<file path="config.mk">
export PLATFORM = sky130hd
export DESIGN_NAME = ram_request_arbiter
export DESIGN_NICKNAME = d
export VERILOG_FILES = /design/src/rtl/ram_request_arbiter.sv
export SDC_FILE = /design/constraint.sdc
export NUM_CORES = 1
export LEC_CHECK = 0
export ABC_AREA = 1
export CAP_MARGIN = 20
export CORE_AREA = 3 3 229 231
export CTS_CLUSTER_SIZE = 25
export DETAILED_ROUTE_END_ITERATION = 7
export DIE_AREA = 0 0 232 234
export SLEW_MARGIN = 5
export SYNTH_ARGS = -nofsm -noshare
export SYNTH_HDL_FRONTEND = slang
export SYNTH_SLANG_ARGS = --single-unit
</file>
<file path="constraint.sdc">
create_clock -name clock -period 4.5 [get_ports clock]
set_input_delay 1.125 -clock clock [delete_from_list [all_inputs] [get_ports clock]]
set_output_delay 1.125 -clock clock [all_outputs]
set_load 0.005 [all_outputs]
</file>
<file path="src/rtl/ram_request_arbiter.sv">
// ram_request_arbiter: round-robin front end for a single RAM controller.
// Two requesters (port 0 = fetch, port 1 = load/store) share one controller.
// One access or refresh is in flight at a time. Refresh debt is collected by a
// free-running interval timer and is serviced ahead of new accesses.
module ram_request_arbiter #(
    parameter int ADDR_W           = 64,
    parameter int DATA_W           = 64,
    parameter int REFRESH_INTERVAL = 7800,
    parameter int REFRESH_CYCLES   = 8,
    parameter int TIMEOUT          = 255
) (
    input  logic              clock,
    input  logic              resetin,
    input  logic              req0_valid,
    input  logic              req0_write,
    input  logic [ADDR_W-1:0] req0_address,
    input  logic [DATA_W-1:0] req0_data,
    output logic              req0_ready,
    output logic              req0_done,
    output logic [DATA_W-1:0] req0_rdata,
    output logic              req0_error,
    input  logic              req1_valid,
    input  logic              req1_write,
    input  logic [ADDR_W-1:0] req1_address,
    input  logic [DATA_W-1:0] req1_data,
    output logic              req1_ready,
    output logic              req1_done,
    output logic [DATA_W-1:0] req1_rdata,
    output logic              req1_error,
    output logic              ctrl_read,
    output logic              ctrl_write,
    output logic [ADDR_W-1:0] ctrl_address,
    output logic [DATA_W-1:0] ctrl_datain,
    input  logic [DATA_W-1:0] ctrl_dataout,
    input  logic              ctrl_done,
    output logic              ctrl_refresh,
    output logic              refresh_overrun,
    output logic              busy
);

    localparam int RT_W = $clog2(REFRESH_INTERVAL);
    localparam int RC_W = $clog2(REFRESH_CYCLES + 1);
    localparam int TO_W = $clog2(TIMEOUT + 1);

    typedef enum logic [1:0] {
        IDLE,
        ISSUE,
        REFRESH
    } state_t;

    state_t            state;
    logic [RT_W-1:0]   refresh_timer;
    logic [3:0]        refresh_debt;
    logic [RC_W-1:0]   refresh_count;
    logic [TO_W-1:0]   wait_count;
    logic              last_grant;
    logic              active_port;
    logic [1:0]        ready_pulse;
    logic [1:0]        done_pulse;
    logic [1:0]        error_pulse;

    logic              refresh_tick;
    logic              refresh_finish;
    logic              timed_out;
    logic              any_valid;
    logic              grant_port;
    logic              sel_write;
    logic [ADDR_W-1:0] sel_address;
    logic [DATA_W-1:0] sel_data;

    assign refresh_tick   = (refresh_timer == '0);
    assign refresh_finish = (state == REFRESH) && (refresh_count == RC_W'(REFRESH_CYCLES - 1));
    assign timed_out      = (wait_count == TO_W'(TIMEOUT - 1));

    // With both ports asking, the one not served last time wins; otherwise whoever asks.
    assign any_valid   = req0_valid | req1_valid;
    assign grant_port  = req0_valid ? (req1_valid ? ~last_grant : 1'b0) : 1'b1;
    assign sel_write   = grant_port ? req1_write   : req0_write;
    assign sel_address = grant_port ? req1_address : req0_address;
    assign sel_data    = grant_port ? req1_data    : req0_data;

    assign req0_ready = ready_pulse[0];
    assign req1_ready = ready_pulse[1];
    assign req0_done  = done_pulse[0];
    assign req1_done  = done_pulse[1];
    assign req0_error = error_pulse[0];
    assign req1_error = error_pulse[1];
    assign busy       = (state != IDLE);

    // Free-running refresh interval timer, independent of the access state machine.
    always_ff @(posedge clock or negedge resetin) begin
        if (!resetin) begin
            refresh_timer <= RT_W'(REFRESH_INTERVAL - 1);
        end else if (refresh_tick) begin
            refresh_timer <= RT_W'(REFRESH_INTERVAL - 1);
        end else begin
            refresh_timer <= refresh_timer - 1'b1;
        end
    end

    // Refresh debt: grows on each timer expiry, shrinks when a refresh finishes, saturates at 8.
    always_ff @(posedge clock or negedge resetin) begin
        if (!resetin) begin
            refresh_debt    <= '0;
            refresh_overrun <= 1'b0;
        end else if (refresh_tick && !refresh_finish) begin
            if (refresh_debt == 4'd8) begin
                refresh_overrun <= 1'b1;
            end else begin
                refresh_debt <= refresh_debt + 1'b1;
            end
        end else if (!refresh_tick && refresh_finish) begin
            refresh_debt <= refresh_debt - 1'b1;
        end
    end

    // Access/refresh state machine; every command and handshake output is registered here.
    always_ff @(posedge clock or negedge resetin) begin
        if (!resetin) begin
            state         <= IDLE;
            last_grant    <= 1'b1;
            active_port   <= 1'b0;
            ctrl_read     <= 1'b0;
            ctrl_write    <= 1'b0;
            ctrl_refresh  <= 1'b0;
            ctrl_address  <= '0;
            ctrl_datain   <= '0;
            ready_pulse   <= '0;
            done_pulse    <= '0;
            error_pulse   <= '0;
            req0_rdata    <= '0;
            req1_rdata    <= '0;
            wait_count    <= '0;
            refresh_count <= '0;
        end else begin
            ready_pulse <= '0;
            done_pulse  <= '0;
            error_pulse <= '0;
            case (state)
                IDLE: begin
                    if (refresh_debt != '0) begin
                        state         <= REFRESH;
                        ctrl_refresh  <= 1'b1;
                        refresh_count <= '0;
                    end else if (any_valid) begin
                        state                   <= ISSUE;
                        active_port             <= grant_port;
                        last_grant              <= grant_port;
                        ready_pulse[grant_port] <= 1'b1;
                        ctrl_read               <= ~sel_write;
                        ctrl_write              <= sel_write;
                        ctrl_address            <= sel_address;
                        ctrl_datain             <= sel_data;
                        wait_count              <= '0;
                    end
                end
                ISSUE: begin
                    if (ctrl_done) begin
                        state                   <= IDLE;
                        ctrl_read               <= 1'b0;
                        ctrl_write              <= 1'b0;
                        done_pulse[active_port] <= 1'b1;
                        if (ctrl_read) begin
                            if (active_port) begin
                                req1_rdata <= ctrl_dataout;
                            end else begin
                                req0_rdata <= ctrl_dataout;
                            end
                        end
                    end else if (timed_out) begin
                        state                    <= IDLE;
                        ctrl_read                <= 1'b0;
                        ctrl_write               <= 1'b0;
                        done_pulse[active_port]  <= 1'b1;
                        error_pulse[active_port] <= 1'b1;
                    end else begin
                        wait_count <= wait_count + 1'b1;
                    end
                end
                REFRESH: begin
                    if (refresh_finish) begin
                        state        <= IDLE;
                        ctrl_refresh <= 1'b0;
                    end else begin
                        refresh_count <= refresh_count + 1'b1;
                    end
                end
                default: begin
                    state <= IDLE;
                end
            endcase
        end
    end

endmodule

</file>
# Yosys cells after proc, flatten, opt, wreduce, memory -nomap -nowiden
# Index checks and enable logic that the tools add are counted.
word_totals:
  output_inout_bits: 267
  in_bits: 327
  regBits: 299
  elab_cells: 117
op_classes:
  magnitude_cmp: 4
  add_sub_neg: 5
  reduce_logical: 24
  n_bitwise: 5
  eq_ne: 15
  n_mux: 46
op_table:
  columns: ["op", "n"]
  rows:
  - ["64-bit two-way mux", 2]
  - ["8-bit two-way mux", 4]
  - ["2-bit two-way mux", 13]
  - ["4-bit two-way mux", 5]
  - ["2-bit != test (second input constant)", 8]
  - ["8-bit one-hot mux with 2 select lines", 1]
  - ["13-bit zero test", 1]
  - ["1-bit two-way mux", 13]
  - ["13-bit two-way mux", 1]
  - ["13-bit by 1-bit subtractor with 13-bit output (second input constant)", 1]
  - ["3-bit AND reduction", 4]
  - ["4-bit AND reduction", 3]
  - ["4-bit by 1-bit adder with 4-bit output (second input constant)", 2]
  - ["8-bit by 1-bit adder with 8-bit output (second input constant)", 1]
  - ["8-bit == test (second input constant)", 1]
  - ["4-bit one-hot mux with 2 select lines", 1]
  - ["2-bit nonzero test", 4]
  - ["3-bit != test (second input constant)", 2]
  - ["1-bit one-hot mux with 2 select lines", 3]
  - ["2-bit one-hot mux with 3 select lines", 1]
  - ["1-bit logical AND", 5]
  - ["5-bit AND reduction", 1]
  - ["4-bit by 3-bit == test with 1-bit output (second input constant)", 1]
  - ["4-bit == test (second input constant)", 1]
  - ["other kinds (12)", 20]

# Depth between registers and ports, before layout
depth:
  word_depth: 10
  ltp_mapped: 14
  mapped_depth_nobuf: 14

# Least setup slack after synthesis
# No wires, ideal clock.
synth_timing:
  path_kind: "input to register"
  startpoint: "in req0_valid"
  endpoint: "reg ctrl_address[10]"
  arrival_ps: 2033
  path_slack_ps: 2385
  path_buffers: 2
  required_time_ps: 4418
  path_stages: 6
  cell_sequence: "inv_1 > a21oi_1 > buf_2 > clkbuf_1 > nand2_1 > a31oi_1"
synth_via:
  elab_chain_len: 2
  word_cells_on_any_way: 4
synth_rtl:
  columns: ["item", "line", "text"]
  rows:
  - ["start: declaration", "14", "input logic req0_valid,"]
  - ["1-bit OR or 1-bit two-way mux (tied branches)", "76, 77", null]
  - ["3-bit AND reduction (no source line) or 64-bit two-way mux (tied branches)", null, null]
  - ["end signal: assignment", "152", "ctrl_address <= sel_address;"]
  - ["end: declaration", "32", "output logic [ADDR_W-1:0] ctrl_address,"]
# Several ways; a longest one is shown, not always the timed one.
# A chain may end at the register's enable or synchronous reset.

# Worst setup path in the final report
layout_timing:
  startpoint: "reg ctrl_read"
  endpoint: "out ctrl_read"
layout_rtl:
  columns: ["item", "line", "text"]
  rows:
  - ["start: declaration", "30", "output logic ctrl_read,"]
  - ["start signal: assignment", "150", "ctrl_read <= ~sel_write;"]
# No word-level cell between the ends.

==> impl_results.rst <==
.. list-table::
   :header-rows: 1

   * - Metric
     - Value
   * - Result of the run
     - finished clean
   * - Worst setup skew after layout
     - 0.00784 ns
   * - CTS tree
     - yes
   * - Post-Syn Instances
     - 1422
   * - Post-Syn Area
     - 12600 um2
   * - Layout cells sized above 1
     - 0.0464
   * - Initial core utilization
     - 0.250
   * - Total routed wirelength
     - between 40 and 50 mm
   * - Setup crit start
     - ctrl_read
   * - Sequential-to-total area share from yosys stat
     - 0.596
   * - Count of hold buffers inserted by post-cts repair
     - 0
   * - Max-cap violation count
     - 0
   * - Post-CTS Setup Repair Bufs
     - 0
   * - Register cell area after layout
     - 7500 um2
   * - Unrepaired setup endpoints after global routing
     - false
   * - First DRT Iteration DRCs
     - 580
   * - Reg-to-reg critical path startpoint
     - refresh_timer[0]
   * - Row count
     - 82
   * - Overall die area
     - 54300 um2
   * - Static Leakage
     - about 8.8 nW
   * - Final Critical Period
     - 2.80 ns
   * - DP HPWL
     - 37.2 mm
   * - Crit path cell chain
     - clkdlybuf4s50_1
   * - Post-route DRC
     - 0
   * - Net Count, Synth
     - 1756
   * - Adder and majority gate portion of the synthesized area
     - 0.00756
   * - Area added between synthesis and finish
     - 61.6%
   * - Dominant combinational cell family by area after synthesis
     - simple AND/OR/NAND/NOR gates
   * - Core area
     - 50300 um2
   * - Antenna violations before repair
     - 19
   * - Compound-Gate Fraction of Synth Area
     - 0.123
   * - Worst path setup slack after routing
     - 1.70 ns
   * - Yosys cell types
     - 32
   * - Final global-route overflow total
     - 0
   * - Min-Delay Path Depth
     - 1
   * - Transition time at the pin with the least slew margin
     - 0.757 ns
   * - Layout Nets
     - 2316
   * - Slew margin rel.
     - 0.495
   * - Area of the multi-input gates
     - 4310 um2
   * - Maximum clock insertion buffer count
     - 3
   * - Number of warnings reported in the yosys synthesis log
     - 0
   * - Final Hold Viols
     - 0
   * - Final slew viol count
     - 0
   * - Highest net fanout along the worst path
     - 4
   * - Maximum number of pins on one net before global-route repair
     - 130
   * - Wire length of the first global-routing pass
     - 73.6 mm
   * - Setup TNS Final
     - 0 ns
   * - Number of setup violations in the final report
     - 0
   * - Clock-pin slew on the worst setup and hold paths
     - 0.05 ns
   * - Worst-case setup slack after placement
     - around 1.2 ns
   * - Number of clock sinks
     - between 200 and 300
   * - Largest delay share family, worst path
     - buffers and inverters
   * - Critical Path Start Type
     - flip-flop
   * - WP data required
     - 3.38 ns
   * - Synth Area per Inst
     - 8.84 um2
   * - Worst ir drop on vdd
     - 0.319 mV
   * - Worst path arrival time
     - 1.67 ns
   * - Quantity of I/O buffers inserted on ports
     - 593
   * - Xor and xnor area share after synthesis
     - 0.00627
   * - Areal power density over the cells
     - 523 nW/um2
   * - Worst Hold Launch
     - refresh_timer[0]
   * - Number of global-route vias before repair
     - 12100
   * - Cell with the biggest individual delay on the critical path
     - sky130_fd_sc_hd__clkdlybuf4s50_1
   * - Maximum level of the CTS H-tree
     - 2
   * - CTS resizes
     - 0
   * - Register-to-register setup slack
     - 2.10 ns
   * - Simple-gate share of the synthesized area
     - 0.202
   * - Post-DR wirelength/cell
     - ~18 um
   * - Stage delay of the slowest cell on the critical path
     - 0.58 ns
   * - Critical path buffer and inverter count
     - 1
   * - Depth of the critical timing path with buffers and inverters included
     - 1
   * - Critical Path Sink Type
     - output port
   * - Per-cell via count in the routed design
     - 4.50
   * - Type of the most critical hold path
     - reg -> reg
   * - FF-to-FF path depth
     - 14
   * - Horizontal die dimension
     - 232 um
   * - Number of buffers added by the clock tree synthesis step
     - 36
   * - Max Clock Freq
     - ~360 MHz
   * - Die height
     - 234 um
   * - Number of top-level pins
     - 594
   * - Iteration count of the initial detailed-routing pass
     - 5
   * - Multiplexer share of the synthesized area
     - 0.000796
   * - Remaining antenna violation count
     - 0
   * - Count of state elements after synthesis
     - 299
   * - Kind of critical path
     - reg -> out
   * - Clock latency on the worst-skew pair
     - approximately 0.53 ns
   * - Layout fillers
     - around 5000
   * - Portion of the clock cycle consumed by the worst path in the final layout
     - 0.622
   * - Final hold slack
     - 0.458 ns
   * - Overall routing resource usage
     - 0.175
   * - Weighted congestion reported at the end of routability-driven placement
     - 0.866
   * - CTS root buffer
     - sky130_fd_sc_hd__clkbuf_16
   * - Number of vias after detailed routing
     - 12100
==> synthesized netlist by cell type <==
| library cell | n | area (um2) |
|---|---|---|
| sky130_fd_sc_hd__o31ai_1 | 2 | 15.0 |
| sky130_fd_sc_hd__fa_1 | 1 | 20.0 |
| sky130_fd_sc_hd__buf_4 | 3 | 22.5 |
| sky130_fd_sc_hd__a31oi_1 | 129 | 807 |
| sky130_fd_sc_hd__nor4_1 | 1 | 6.26 |
| sky130_fd_sc_hd__nor3_4 | 1 | 16.3 |
| sky130_fd_sc_hd__dfstp_2 | 11 | 289 |
| sky130_fd_sc_hd__mux2i_1 | 1 | 10.0 |
| sky130_fd_sc_hd__nor2_2 | 1 | 6.26 |
| sky130_fd_sc_hd__xor2_1 | 7 | 61.3 |
| sky130_fd_sc_hd__buf_6 | 8 | 90.1 |
| sky130_fd_sc_hd__inv_2 | 3 | 11.3 |
| sky130_fd_sc_hd__nor2_1 | 161 | 604 |
| sky130_fd_sc_hd__ha_1 | 6 | 75.1 |
| sky130_fd_sc_hd__o21bai_1 | 2 | 15.0 |
| sky130_fd_sc_hd__o21ai_0 | 131 | 656 |
| sky130_fd_sc_hd__nor2_4 | 1 | 11.3 |
| sky130_fd_sc_hd__nand3b_1 | 1 | 7.51 |
| sky130_fd_sc_hd__inv_4 | 1 | 6.26 |
| sky130_fd_sc_hd__dfrtp_1 | 288 | 7210 |
| sky130_fd_sc_hd__or2_2 | 3 | 18.8 |
| sky130_fd_sc_hd__nand3b_4 | 1 | 20.0 |
| sky130_fd_sc_hd__buf_2 | 44 | 220 |
| sky130_fd_sc_hd__a21oi_1 | 4 | 20.0 |
| sky130_fd_sc_hd__nand4_1 | 6 | 37.5 |
| sky130_fd_sc_hd__nor3_1 | 4 | 20.0 |
| sky130_fd_sc_hd__o21ai_1 | 8 | 40.0 |
| sky130_fd_sc_hd__nand2_1 | 448 | 1680 |
| sky130_fd_sc_hd__inv_1 | 92 | 345 |
| sky130_fd_sc_hd__clkbuf_1 | 30 | 113 |
| sky130_fd_sc_hd__xnor2_1 | 2 | 17.5 |
| sky130_fd_sc_hd__nand3_1 | 21 | 105 |
==> registers in the layout, summed over array words and instances (netlist names), 2 cells and up <==
signal         count
ctrl_address      64
ctrl_datain       64
req0_rdata        64
req1_rdata        64
refresh_timer     13
wait_count         8
refresh_count      4
refresh_debt       4
done_pulse         2
error_pulse        2
ready_pulse        2
state              2
==> area by class of cell <==
class,count,area share
tap,672,0.0414
multi-input combinational,942,0.212
sequential,299,0.369
clock inverter,9,0.00542
timing repair buffer,607,0.302
clock buffer,52,0.0513
antenna,4,0.000493
inverter,96,0.0182
==> report_power, final <==
part           switching [mW]  internal, mW  leakage, nW
clock network            1.15          1.72        0.555
logic                    1.56          2.13         4.54
registers               0.536          3.54         3.74
total                    3.25          7.39         8.84
==> metrics by stage <==
step / cells / cell area, um2 / utilization / power, mW
6_report: 2681 / 20300 / 0.404 / 10.6
5_1_grt: 2680 / 20300 / 0.404 / 11.4
4_1_cts: 2677 / 20300 / 0.404 / 10.8
3_5_place_dp: 2616 / 19200 / 0.381 / 7.83
3_3_place_gp: 2616 / 19200 / 0.381 / 7.78
2_1_floorplan: 1422 / 12600 / - / 5.36
==> cell usage in the layout (no fill, tap or decap), drive strengths merged <==
| master | netlist | final |
|---|---|---|
| nor4 | 1 | 1 |
| or2 | 3 | 3 |
| o31ai | 2 | 2 |
| bufinv | 0 | 2 |
| mux2i | 1 | 1 |
| buf | 55 | 15 |
| clkinvlp | 0 | 3 |
| inv | 96 | 98 |
| xnor2 | 2 | 2 |
| diode | 0 | 4 |
| a21oi | 4 | 4 |
| ha | 6 | 6 |
| clkbuf | 30 | 52 |
| nand2 | 448 | 448 |
| nor3 | 5 | 5 |
| dfrtp | 288 | 288 |
| dfstp | 11 | 11 |
| nand3b | 2 | 2 |
| a31oi | 129 | 129 |
| nand3 | 21 | 21 |
| clkinv | 0 | 2 |
| xor2 | 7 | 7 |
| o21ai | 139 | 139 |
| nand4 | 6 | 6 |
| nor2 | 163 | 163 |
| clkdlybuf4s50 | 0 | 592 |
| fa | 1 | 1 |
| o21bai | 2 | 2 |
==> per-layer routing <==
layer	wire length [um]	share of wire	track usage
met1	19400	0.39	0.205
met2	24100	0.49	0.305
met3	4630	0.094	0.0655
met4	1140	0.023	0.0411
met5	44	0.00089	0
==> final timing paths <==
check / to
max: ctrl_read
min: refresh_timer[0]
max reg2reg: refresh_debt[3]
min reg2reg: refresh_timer[0]
max in group asynchronous: req0_rdata[62]
min in group asynchronous: req0_rdata[16]
==> kinds of logic after synthesis <==
logic type / Yosys count
compound gates: 276
buf+inv: 181
xor+xnor: 9
mux: 1
simple gates: 649
fa+ha+maj: 7
flops: 299
Power figures use the tool's default switching activity.
